===== config.mk =====
export PLATFORM = sky130hd
export DESIGN_NAME = serial_adder_ctrl
export DESIGN_NICKNAME = d
export VERILOG_FILES = /design/src/rtl/serial_adder_pkg.sv /design/src/rtl/serial_adder_full_adder.sv /design/src/rtl/serial_adder_ctrl.sv
export SDC_FILE = /design/constraint.sdc
export NUM_CORES = 1
export LEC_CHECK = 0
export ABC_AREA = 0
export BUFFER_PORTS_ARGS = -buffer_cell sky130_fd_sc_hd__buf_2
export CORE_ASPECT_RATIO = 0.6
export CORE_UTILIZATION = 36
export DETAILED_ROUTE_END_ITERATION = 16
export PLACE_DENSITY_LB_ADDON = 0.2
export RECOVER_POWER = 25
export SLEW_MARGIN = 30
export SYNTH_ARGS = -nofsm -noshare
export SYNTH_HDL_FRONTEND = slang
export SYNTH_SLANG_ARGS = --single-unit
export TNS_END_PERCENT = 20

===== constraint.sdc =====
create_clock -name clk -period 3.63 [get_ports clk]
set_input_delay 0.9075 -clock clk [delete_from_list [all_inputs] [get_ports clk]]
set_output_delay 0.9075 -clock clk [all_outputs]
set_load 0.02 [all_outputs]

===== src/rtl/serial_adder_pkg.sv =====
// Shared types and constants for the bit-serial adder controller.
// Holds the FSM encoding, the slice truth tables and a counter sizing helper.
package serial_adder_pkg;

    // Controller states
    typedef enum logic [1:0] {
        IDLE = 2'd0,
        RUN  = 2'd1,
        DONE = 2'd2
    } sa_state_t;

    localparam int SA_DEFAULT_WIDTH = 8;

    // Minterm sets of the single-bit slice, indexed by {a, b, cin}.
    // Sum is odd parity (1, 2, 4, 7); carry is majority (3, 5, 6, 7).
    localparam logic [7:0] FA_SUM_MINTERMS   = 8'b1001_0110;
    localparam logic [7:0] FA_CARRY_MINTERMS = 8'b1110_1000;

    // Bit counter width: $clog2(w), never below one bit
    function automatic int cnt_width(input int w);
        return (w > 1) ? $clog2(w) : 1;
    endfunction

endpackage


===== src/rtl/serial_adder_full_adder.sv =====
// Single-bit full adder built from a 3-to-8 minterm decoder.
// Sum and carry are ORs of the decoded minterms selected by fixed masks.
module full_adder
    import serial_adder_pkg::*;
(
    input  logic a,
    input  logic b,
    input  logic cin,
    output logic s,
    output logic carry_out
);

    logic [7:0] dec;

    // One-hot decode of the three input bits
    always_comb begin
        dec = 8'b0;
        unique case ({a, b, cin})
            3'd0: dec[0] = 1'b1;
            3'd1: dec[1] = 1'b1;
            3'd2: dec[2] = 1'b1;
            3'd3: dec[3] = 1'b1;
            3'd4: dec[4] = 1'b1;
            3'd5: dec[5] = 1'b1;
            3'd6: dec[6] = 1'b1;
            3'd7: dec[7] = 1'b1;
            default: dec = 8'b0;
        endcase
    end

    assign s         = |(dec & FA_SUM_MINTERMS);
    assign carry_out = |(dec & FA_CARRY_MINTERMS);

endmodule


===== src/rtl/serial_adder_ctrl.sv =====
// Bit-serial WIDTH-bit adder: one full_adder slice sequenced LSB first.
// Operands enter on a valid/ready accept; the result leaves on valid/ready.
module serial_adder_ctrl
    import serial_adder_pkg::*;
#(
    parameter int WIDTH = SA_DEFAULT_WIDTH
) (
    input  logic             clk,
    input  logic             rst,
    input  logic             start_valid,
    output logic             start_ready,
    input  logic [WIDTH-1:0] a,
    input  logic [WIDTH-1:0] b,
    input  logic             c_in,
    output logic             busy,
    output logic             result_valid,
    input  logic             result_ready,
    output logic [WIDTH-1:0] sum,
    output logic             c_out,
    output logic             ovf
);

    localparam int CW = cnt_width(WIDTH);
    localparam logic [CW-1:0] CNT_LAST = CW'(WIDTH - 1);

    sa_state_t state;
    sa_state_t state_nx;

    logic [WIDTH-1:0] a_sh;
    logic [WIDTH-1:0] b_sh;
    logic [WIDTH-1:0] sum_sh;
    logic [WIDTH-1:0] sum_shift;
    logic             carry;
    logic             carry_prev;
    logic [CW-1:0]    cnt;
    logic             fa_s;
    logic             fa_co;
    logic             accept;
    logic             last_bit;

    full_adder u_fa (
        .a         (a_sh[0]),
        .b         (b_sh[0]),
        .cin       (carry),
        .s         (fa_s),
        .carry_out (fa_co)
    );

    assign accept   = (state == IDLE) && start_valid;
    assign last_bit = (state == RUN) && (cnt == CNT_LAST);

    // New slice sum enters at the MSB so the LSB lands at bit 0 last
    generate
        if (WIDTH == 1) begin : g_w1
            assign sum_shift = fa_s;
        end else begin : g_wn
            assign sum_shift = {fa_s, sum_sh[WIDTH-1:1]};
        end
    endgenerate

    // State register
    always_ff @(posedge clk or posedge rst) begin
        if (rst) begin
            state <= IDLE;
        end else begin
            state <= state_nx;
        end
    end

    // Next-state logic and state-decoded handshake outputs
    always_comb begin
        state_nx     = state;
        start_ready  = 1'b0;
        busy         = 1'b0;
        result_valid = 1'b0;
        unique case (state)
            IDLE: begin
                start_ready = 1'b1;
                if (start_valid) begin
                    state_nx = RUN;
                end
            end
            RUN: begin
                busy = 1'b1;
                if (cnt == CNT_LAST) begin
                    state_nx = DONE;
                end
            end
            DONE: begin
                busy         = 1'b1;
                result_valid = 1'b1;
                if (result_ready) begin
                    state_nx = IDLE;
                end
            end
            default: begin
                state_nx = IDLE;
            end
        endcase
    end

    // Operand load on accept, one bit of addition per RUN cycle
    always_ff @(posedge clk or posedge rst) begin
        if (rst) begin
            a_sh       <= '0;
            b_sh       <= '0;
            sum_sh     <= '0;
            carry      <= 1'b0;
            carry_prev <= 1'b0;
            cnt        <= '0;
        end else if (accept) begin
            a_sh       <= a;
            b_sh       <= b;
            carry      <= c_in;
            carry_prev <= 1'b0;
            cnt        <= '0;
        end else if (state == RUN) begin
            a_sh   <= a_sh >> 1;
            b_sh   <= b_sh >> 1;
            sum_sh <= sum_shift;
            carry  <= fa_co;
            cnt    <= cnt + CW'(1);
            if (last_bit) begin
                carry_prev <= carry;
            end
        end
    end

    // Result fields come straight from registers
    assign sum   = sum_sh;
    assign c_out = carry;
    assign ovf   = carry_prev ^ carry;

endmodule


==> results of run 1 <==
==> synth_stat cells, drive strengths merged (2+ instances only) <==
cell type / number
inv: 6
mux2: 10
nor2: 3
mux2i: 17
buf: 4
nand2b: 2
clkbuf: 4
nand2: 19
dfrtp: 31
o21ai: 17
ha: 7
==> per-stage QoR <==
step	util (%)	std cells	area, um2	hold WS (ps)
final	47.1	210	1770	504
after global routing	47.1	210	1770	540
after CTS	47.2	210	1780	514
after floorplan	-	127	1450	485
after global placement	44.1	202	1660	488
after detailed placement	44.1	202	1660	500
==> logic make-up (layout without fill, tap and decap cells) <==
group / Yosys count / in the layout
simple gates: 26 / 26
buf+inv: 14 / 50
flops: 31 / 31
mux: 27 / 27
xor+xnor: 2 / 2
compound gates: 19 / 19
fa+ha+maj: 8 / 8
==> area by class of cell <==
| cell class | instances | area share, % |
|---|---|---|
| well taps | 47 | 3.32 |
| inverters | 6 | 1.27 |
| clock inverters | 2 | 1.98 |
| flip-flops and latches | 31 | 43.8 |
| clock buffers | 6 | 4.66 |
| repair buffers | 36 | 10.4 |
| multi-input cells | 82 | 34.7 |
==> worst max-delay path, cell delays in order <==
cell,delay [ps]
buf_2,100
inv_1,40
clkbuf_1,1160
==> registers in the layout, summed over array words and instances (netlist names) <==
register	flops
a_sh	8
b_sh	8
c_out	1
carry_prev	1
cnt	3
state	2
sum	8
==> layer usage <==
layer,up-vias,routed length (um),share of wire [%]
met4,0,34,1.3
met3,5,145,5.5
met2,22,1120,42
li1,498,-,-
met5,-,0,0
met1,446,1340,51
==> final timing paths <==
check | depth (start not counted) | startpoint | slack, ps | to
worst max register to register | 5 | cnt[0] | 1900 | state[1]
min in group asynchronous | 3 | rst | 1180 | sum[4]
worst min register to register | 1 | sum[0] | 500 | sum[0]
max in group clk | 3 | state[1] | 1520 | busy
worst max-delay path | 3 | rst | 1510 | sum[1]
worst min-delay path | 1 | sum[0] | 500 | sum[0]
==> cell usage in the layout, fill, tap and decap left out <==
cell type	n
fa_1	1
nand3_1	1
bufinv_16	1
mux2i_1	17
buf_2	33
nor2_1	3
ha_1	7
clkbuf_8	6
xnor2_1	1
o21ai_0	17
clkinv_2	1
xor2_1	1
a222oi_1	1
buf_4	2
nand2_1	19
mux2_2	8
mux2_1	2
dfrtp_1	31
and2_1	1
nand2b_1	2
inv_1	6
clkbuf_1	1
a21oi_1	1
==> power by group <==
| part | internal [mW] | switching (mW) | leakage (nW) |
|---|---|---|---|
| clock network | 0.222 | 0.121 | 0.0612 |
| registers | 0.514 | 0.109 | 0.386 |
| logic | 0.317 | 0.384 | 0.414 |
| total | 1.05 | 0.614 | 0.861 |
==> summary.txt, run 1 <==
Setup path
  • Max FO, Critical Path: 31
  • Critical Path RT: 3720 ps
  • Crit end category: asynchronous set/reset pin
  • CP arrival: 2210 ps
  • Crit path launch type: input pin
  • Critical path class: input pin to asynchronous set/reset pin

Logic synthesis
  • Synthesized cell area: 1450 um2
  • XOR/XNOR Fraction of Synth Area: 1.21%
  • Complex-gate fraction of the synthesized area: 6.91%
  • Average cell area after synthesis: 11.4 um2
  • Adder-cell area share of the yosys netlist: 7.43%
  • Top post-synthesis cells by area: dfrtp_1 (54%), mux2i_1 (12%), mux2_2 (6.2%)
  • Synth top area share: 53.6%
  • Cells after Synth: 127
  • Part of the Yosys area used for sequential elements: 53.6%
  • Synth cell types: 19
  • Post-Synth Simple-Gate Area: 7.35%
  • #FFs+latches synth: 31
  • Most used DFF post-synth: dfrtp_1
  • Post-synth EDFFs: 0
  • Fraction of registers with async set/reset: 100%
  • Yosys top cell by area: dfrtp_1
  • Synth warn: 0
  • Syn nets: 156
  • Mux cell area share after synthesis: 19.5%
  • Main combinational cell family by area after synthesis: multiplexers

Routing
  • DRT Wirelength: 2640 um
  • DRT Pass-1 Iters: 10
  • Vias: 971
  • WL/cell: 12.6 um
  • DRC: 2
  • Post-DR vias/cell: 4.62
  • Initial DRC count: 60
  • Antenna-violating nets left: 0

Clock network
  • CTS tree: done
  • CTS Root Buffer Type: clkbuf_8
  • CTS Hold Bufs: 0
  • Clock-pin slew on the worst setup and hold paths: 60 ps
  • CTS resizes: 0
  • Clock Latency Late Sink: 280 ps
  • Clk buf depth: 2
  • Clock Sinks: 31
  • Post-CTS setup buffers: 0
  • H-Tree Depth: 2
  • Cts bufs inserted: 5

Die
  • Die area: 4290 um2
  • Initial Utilization: 38.5%
  • Floorplan core area: 3760 um2
  • FP Rows: 17
  • Boundary pin count: 34
  • Die H: 51.1 um
  • Die X: 83.9 um

Timing
  • Setup Skew: 5.14 ps
  • Fin crit period: 2120 ps
  • Endpoints failing hold: 0
  • RSZ-0062 raised after global routing: false
  • Sum Neg Setup Slack: 0 ps
  • Tcrit/Tclk final: 58.4%
  • Setup WS post-layout: 1510 ps
  • Worst-Margin Slew: 1610 ps
  • Final Setup Violations: 0
  • Maximum clock frequency: 471 MHz
  • Slew Viols, Final: 32
  • Normalized max-slew margin: -7.66%

Outcome
  • Status: complete, but fails checks
  • Failing checks: DRC, capacitance limit, slew limit

Place
  • Gpl congestion: 0.694
  • DP HPWL: 1870 um
  • Port Buffer Count: 33
  • Place WS: 1650 ps

Finish
  • Diodes inserted: 0
  • Layout cells sized above 1: 31.3%
  • Fin nets: 191
  • Multi-input gate area: 614 um2
  • Register Area: 776 um2
  • Fill cells: 352
  • P&R area growth vs syn: 22.5%

Pwr
  • Max rail drop VDD: 0.272 mV
  • Pwr Density: 940 nW/um2
  • Pleak: 0.861 nW
  • Total Power: 1.67 mW

Global routing
  • Initial antenna violation count: 0
  • Vias in the first global route: 970
  • Met3 usage: 5.33%
  • Gr ovfl total: 0
  • Routing usage on met1: 17.6%
  • First-pass GRT wire length: 4350 um
  • Gr usage total: 13.7%
  • Largest net degree at the start of global routing: 39
  • GRT busiest layer: met2
  • Met2 usage: 20.6%

Min path
  • Hold/Removal Path Class: flip-flop to flip-flop

Run
  • Max Cap Viol: 1
Power figures use the tool's default switching activity.
==> run 2: changes to the inputs <==
--- a/config.mk
+++ b/config.mk
@@ -5,7 +5,7 @@
 export SDC_FILE = /design/constraint.sdc
 export NUM_CORES = 1
 export LEC_CHECK = 0
-export ABC_AREA = 0
+export ABC_AREA = 1
 export BUFFER_PORTS_ARGS = -buffer_cell sky130_fd_sc_hd__buf_2
 export CORE_ASPECT_RATIO = 0.6
 export CORE_UTILIZATION = 36
==> constraint.sdc (replaced) <==
create_clock -name clk -period 2.2 [get_ports clk]
set_input_delay 0.55 -clock clk [delete_from_list [all_inputs] [get_ports clk]]
set_output_delay 0.55 -clock clk [all_outputs]
set_load 0.02 [all_outputs]
==> run 2 against run 1 <==
Net effect: the run ends with DRC left; setup slack got worse by 1100 ps; total power rose by 66%; via count rose by 23%; count of clock-buffer cells in the layout did not move; clock power rose by 66%; sequential power rose by 62%; die area rose by 2.4%.
==> summary.txt, run 2 <==
Outcome
  • Status: complete, but fails checks
  • Failing checks: DRC

Clock network
  • Clk buf depth: 2
  • Clock Sinks: 31
  • CTS Hold Bufs: 0
  • Cts bufs inserted: 5
  • H-Tree Depth: 2
  • CTS resizes: 0
  • Post-CTS setup buffers: 0
  • CTS tree: done
  • Clock Latency Late Sink: 270 ps
  • Clock-pin slew on the worst setup and hold paths: 60 ps
  • CTS Root Buffer Type: clkbuf_8

Place
  • Gpl congestion: 0.860
  • Placed cell area: 1660 um2
  • Port Buffer Count: 33
  • DP HPWL: 2130 um
  • Cell total after placement: 241
  • Place WS: 598 ps

Timing
  • Slew Viols, Final: 0
  • Setup WS post-layout: 398 ps
  • Worst hold slack: 480 ps
  • Maximum clock frequency: 555 MHz
  • RSZ-0062 raised after global routing: false
  • Setup Skew: 5.55 ps
  • Worst-Margin Slew: 764 ps
  • Normalized max-slew margin: 49.1%
  • Endpoints failing hold: 0
  • Tcrit/Tclk final: 81.9%
  • Fin crit period: 1800 ps
  • Sum Neg Setup Slack: 0 ps
  • Final Setup Violations: 0

Routing
  • DRT Pass-1 Iters: 12
  • Antenna-violating nets left: 0
  • Post-DR vias/cell: 4.80
  • Initial DRC count: 121
  • DRC: 4
  • Vias: 1196
  • DRT Wirelength: 2970 um
  • WL/cell: 11.9 um

Finish
  • Most frequent cells in the layout: nand2_1 (48), buf_2 (33), dfrtp_1 (31)
  • Fin nets: 230
  • Final std cells w/o fill: 249
  • Final Cell Area: 1780 um2
  • Commonest non-fill, non-tap cell in the layout: nand2_1
  • Layout cells sized above 1: 23.8%
  • Diodes inserted: 0
  • Multi-input gate area: 593 um2
  • P&R area growth vs syn: 19.8%
  • Register Area: 776 um2
  • Fill cells: 360
  • Final core utilization: 46.7%

Die
  • Die area: 4390 um2
  • Die X: 84.9 um
  • Floorplan core area: 3810 um2
  • FP Rows: 17
  • Initial Utilization: 39.0%
  • Die H: 51.7 um
  • Boundary pin count: 34

Logic synthesis
  • Synth cell types: 21
  • Post-synth top cells: nand2_1 (48), dfrtp_1 (31), nand3_1 (28)
  • Average cell area after synthesis: 8.94 um2
  • Synth top area share: 52.3%
  • Cells after Synth: 166
  • Most common cell in the netlist: nand2_1
  • Part of the Yosys area used for sequential elements: 52.3%
  • Syn nets: 195
  • #FFs+latches synth: 31
  • Most used DFF post-synth: dfrtp_1
  • Synthesized cell area: 1480 um2
  • Fraction of registers with async set/reset: 100%
  • Top post-synthesis cells by area: dfrtp_1 (52%), nand2_1 (12%), nand3_1 (9.4%)
  • Yosys top cell by area: dfrtp_1
  • Post-synth EDFFs: 0
  • Synth warn: 0

Global routing
  • Gr ovfl total: 0
  • Gr usage total: 15.4%
  • First-pass GRT wire length: 5080 um
  • Vias in the first global route: 1071
  • Initial antenna violation count: 0
  • Largest net degree at the start of global routing: 32

Setup path
  • Largest delay share family, worst path: flip-flops
  • Crit end category: output pin
  • CP arrival: 1250 ps
  • Crit path launch type: flip-flop
  • Critical Path RT: 1650 ps
  • FF-to-FF setup slack: 610 ps
  • Max FO, Critical Path: 4
  • CP bufs+invs: 2
  • Slowest stage delay, CP: 400 ps
  • CP Cell Sequence: inv_1, ha_1, buf_2
  • Slowest-stage cell, CP: dfrtp_1
  • Critical path class: flip-flop to output pin

Min path
  • Hold/Removal Path Class: input pin to asynchronous set/reset pin

Run
  • Max Cap Viol: 0

Pwr
  • Max rail drop VDD: 0.561 mV
  • Total Power: 2.77 mW
  • Pwr Density: 1560 nW/um2
  • Pleak: 0.935 nW
## run 2: changes by cell type after synthesis, sizes merged, moves of 2 or more
cell	before	now
a21oi	1	5
buf	4	8
clkbuf	4	0
inv	6	12
mux2	10	0
mux2i	17	0
nand2	19	49
nand2b	2	0
nand3	1	29
nand4	0	2
nor2	3	12
o21ai	17	7
## run 2: layer usage
metal | vias up | track usage [%] | part of all wire, %
met2 | 28 | 23.7 | 46
met4 | 0 | 4.24 | 0.44
met3 | 2 | 4.76 | 5.7
met1 | 566 | 21.1 | 48
li1 | 600 | - | -
met5 | - | 0 | 0
## run 2: final timing paths
| check | startpoint | to | cells after the start |
|---|---|---|---|
| max | state[0] | busy | 3 |
| max reg2reg | state[1] | a_sh[6] | 5 |
| min in group clk | b[7] | b_sh[7] | 3 |
| max in group asynchronous | rst | a_sh[1] | 3 |
| min | rst | sum[6] | 3 |
| min reg2reg | b_sh[5] | b_sh[5] | 2 |
## run 2: area by class of cell
cell class                      instances  share of cell area, %
Tap cell                               47                   3.31
Multi-Input combinational cell        115                   33.4
Clock inverter                          2                   1.97
Timing Repair Buffer                   36                   10.4
Clock buffer                            6                   4.64
Sequential cell                        31                   43.6
Inverter                               12                   2.67
## run 2: worst min-delay path, delay by kind of cell
family | cells | cell delay (ps)
buffers and inverters | 3 | 720
## run 2: cells by family (layout without fill, tap and decap cells)
family	count (synthesis)	count (layout)	synth area share, %
AO/OA/AOI/OAI	13	13	4.47
XOR/XNOR	2	2	1.18
adder cells (fa/ha/maj)	8	8	7.25
buffers and inverters	20	56	7.76
flip-flops	31	31	52.3
AND/OR/NAND/NOR	92	92	27.1
## run 2: power breakdown
part	internal, mW	switching [mW]	leakage, nW
sequential	0.845	0.168	0.385
clock	0.366	0.203	0.0612
combinational	0.420	0.767	0.489
==> run 3: changes to the inputs <==
--- a/config.mk
+++ b/config.mk
@@ -5,7 +5,7 @@
 export SDC_FILE = /design/constraint.sdc
 export NUM_CORES = 1
 export LEC_CHECK = 0
-export ABC_AREA = 1
+export ABC_AREA = 0
 export BUFFER_PORTS_ARGS = -buffer_cell sky130_fd_sc_hd__buf_2
 export CORE_ASPECT_RATIO = 0.6
 export CORE_UTILIZATION = 36
==> constraint.sdc (replaced) <==
create_clock -name clk -period 1.5 [get_ports clk]
set_input_delay 0.375 -clock clk [delete_from_list [all_inputs] [get_ports clk]]
set_output_delay 0.375 -clock clk [all_outputs]
set_load 0.02 [all_outputs]
==> run 3 against run 2 <==
Net effect: the run ends with setup timing left; worst hold slack worse by 180 ps; critical endpoint is now state[1]; sequential share of layout area down 2.4 points; largest power group unchanged; global-route usage down 1.1 points; final area up 5.9%.
==> summary.txt, run 3 (same netlist as run 1, synthesis figures left out) <==
Outcome
  • Status: complete, but fails checks
  • Failing checks: setup timing

Timing
  • Fin crit period: 1600 ps
  • Final Setup Violations: 4
  • Maximum clock frequency: 625 MHz
  • Setup WS post-layout: -98.9 ps
  • Tcrit/Tclk final: 107%
  • Normalized max-slew margin: 48.1%
  • Worst-Margin Slew: 779 ps
  • RSZ-0062 raised after global routing: true
  • Setup Skew: 4.26 ps
  • Endpoints failing hold: 0
  • Slew Viols, Final: 0

Die
  • Boundary pin count: 34
  • Initial Utilization: 38.5%
  • Die area: 4290 um2
  • Die H: 51.1 um
  • Floorplan core area: 3760 um2
  • Die X: 83.9 um
  • FP Rows: 17

Finish
  • Most frequent cells in the layout: dfrtp_1 (31), buf_2 (31), nand2_1 (19)
  • Layout cells sized above 1: 40.1%
  • Final Cell Area: 1880 um2
  • Fin nets: 201
  • Diodes inserted: 0
  • Final core utilization: 50.0%
  • P&R area growth vs syn: 30.1%
  • Fill cells: 346

Place
  • Gpl congestion: 0.704
  • DP HPWL: 1910 um
  • Place WS: -198 ps
  • Port Buffer Count: 33
  • Placed cell area: 1720 um2

Setup path
  • Max FO, Critical Path: 2
  • Critical path class: flip-flop to flip-flop
  • FF-to-FF setup slack: -100 ps
  • R2r worst-path depth: 6
  • Crit end category: flip-flop
  • Crit path launch type: flip-flop
  • Slowest-stage cell, CP: dfrtp_1
  • CP Cell Sequence: ha_2, ha_4, inv_2, a222oi_1, buf_4, mux2_4
  • Slowest stage delay, CP: 350 ps
  • CP arrival: 1750 ps
  • Reg2reg end: state[1]
  • Worst R2R Start: cnt[1]
  • Critical Path RT: 1650 ps

Pwr
  • Clock power share: 15.2%
  • Combinational power share: 49.4%
  • Pleak: 0.909 nW
  • Internal power: 2.67 mW
  • Pwr Density: 2250 nW/um2
  • Switching share of power: 37.1%
  • Reg power frac: 35.4%
  • Max rail drop VDD: 0.925 mV
  • Net Switching: 1.57 mW

Routing
  • DRT Wirelength: 2770 um
  • Vias: 1042
  • Antenna-violating nets left: 0
  • DRT Pass-1 Iters: 4
  • WL/cell: 12.6 um
  • Post-DR vias/cell: 4.76
  • DRC: 0
  • Initial DRC count: 44

Clock network
  • CTS tree: done
  • Cts bufs inserted: 5
  • Clock Latency Late Sink: 270 ps
  • Clock Sinks: 31
  • Clk buf depth: 2
  • CTS Root Buffer Type: clkbuf_8
  • H-Tree Depth: 2
  • Clock-pin slew on the worst setup and hold paths: 60 ps

Min path
  • Hold/Removal Path Class: input pin to flip-flop
  • Hold depth: 3
  • Min-delay src: b[1]
  • Hold EP: b_sh[1]

Global routing
  • Vias in the first global route: 1014
  • Gr usage total: 14.3%
  • Gr ovfl total: 0
  • Initial antenna violation count: 0
  • Largest net degree at the start of global routing: 39
  • First-pass GRT wire length: 4570 um

Run
  • Max Cap Viol: 0
-- run 3: power by group through the flow --
| stage | Clock (mW) | Combinational [mW] | Sequential [mW] |
|---|---|---|---|
| global placement | 0 | 1.77 | 1.50 |
| floorplan | 0 | 1.20 | 1.61 |
| finish | 0.644 | 2.10 | 1.50 |
| global route | 0.715 | 2.31 | 1.56 |
| CTS | 0.667 | 2.00 | 1.51 |
| detailed placement | 0 | 1.85 | 1.53 |
-- run 3: how the worst max path moves through the flow --
stage,start,to,slack [ps]
after detailed placement,cnt[1],state[1],-200
final,cnt[1],state[1],-100
after floorplan,cnt[0],state[1],-60
after global placement,cnt[1],state[1],-70
after global routing,cnt[1],state[1],-190
after CTS,cnt[1],state[1],-80
-- run 3: layer usage --
metal | wire, um | part of all wire [%] | GRT usage [%] | vias to the layer above
met4 | 0 | 0 | 6.03 | 0
met1 | 1280 | 46 | 16.7 | 508
met3 | 125 | 4.5 | 5.33 | 0
met2 | 1360 | 49 | 24.0 | 20
li1 | - | - | - | 514
met5 | 0 | 0 | 0 | -
-- run 3: per-stage QoR --
| stage | hold WS, ps | TNS, ps | power [mW] | instances |
|---|---|---|---|---|
| 2_1_floorplan | 479 | -113 | 2.82 | 127 |
| 3_3_place_gp | 468 | -138 | 3.27 | 206 |
| 3_5_place_dp | 487 | -395 | 3.38 | 206 |
| 4_1_cts | 191 | -315 | 4.17 | 216 |
| 5_1_grt | 290 | -658 | 4.58 | 219 |
| 6_report | 299 | -214 | 4.24 | 219 |
-- run 3: critical path, delay by kind of cell, from the launching register on --
family,cells,cell delay (ps)
AOI/OAI and AO/OA,1,300
adders and majority gates,2,320
DFF,1,350
muxes,1,290
buffers and inverters,2,220
-- run 3: repair_timing --
| action | 4_1_cts | 5_1_grt |
|---|---|---|
| hold buffers | 0 | 0 |
| pin swaps | 2 | 1 |
| gates cloned | 0 | 0 |
| buffers inserted | 3 | 3 |
| gates resized for setup | 5 | 4 |
| setup endpoints to repair | 5 | 17 |
-- run 3: area by class of cell --
cell class	count	area (um2)	area share, %
Clock inverter	1	5.00	0.266
Clock buffer	6	82.6	4.39
Timing Repair Buffer	46	289	15.3
Sequential cell	31	776	41.2
Tap cell	47	58.8	3.12
Multi-Input combinational cell	82	649	34.5
Inverter	6	22.5	1.20
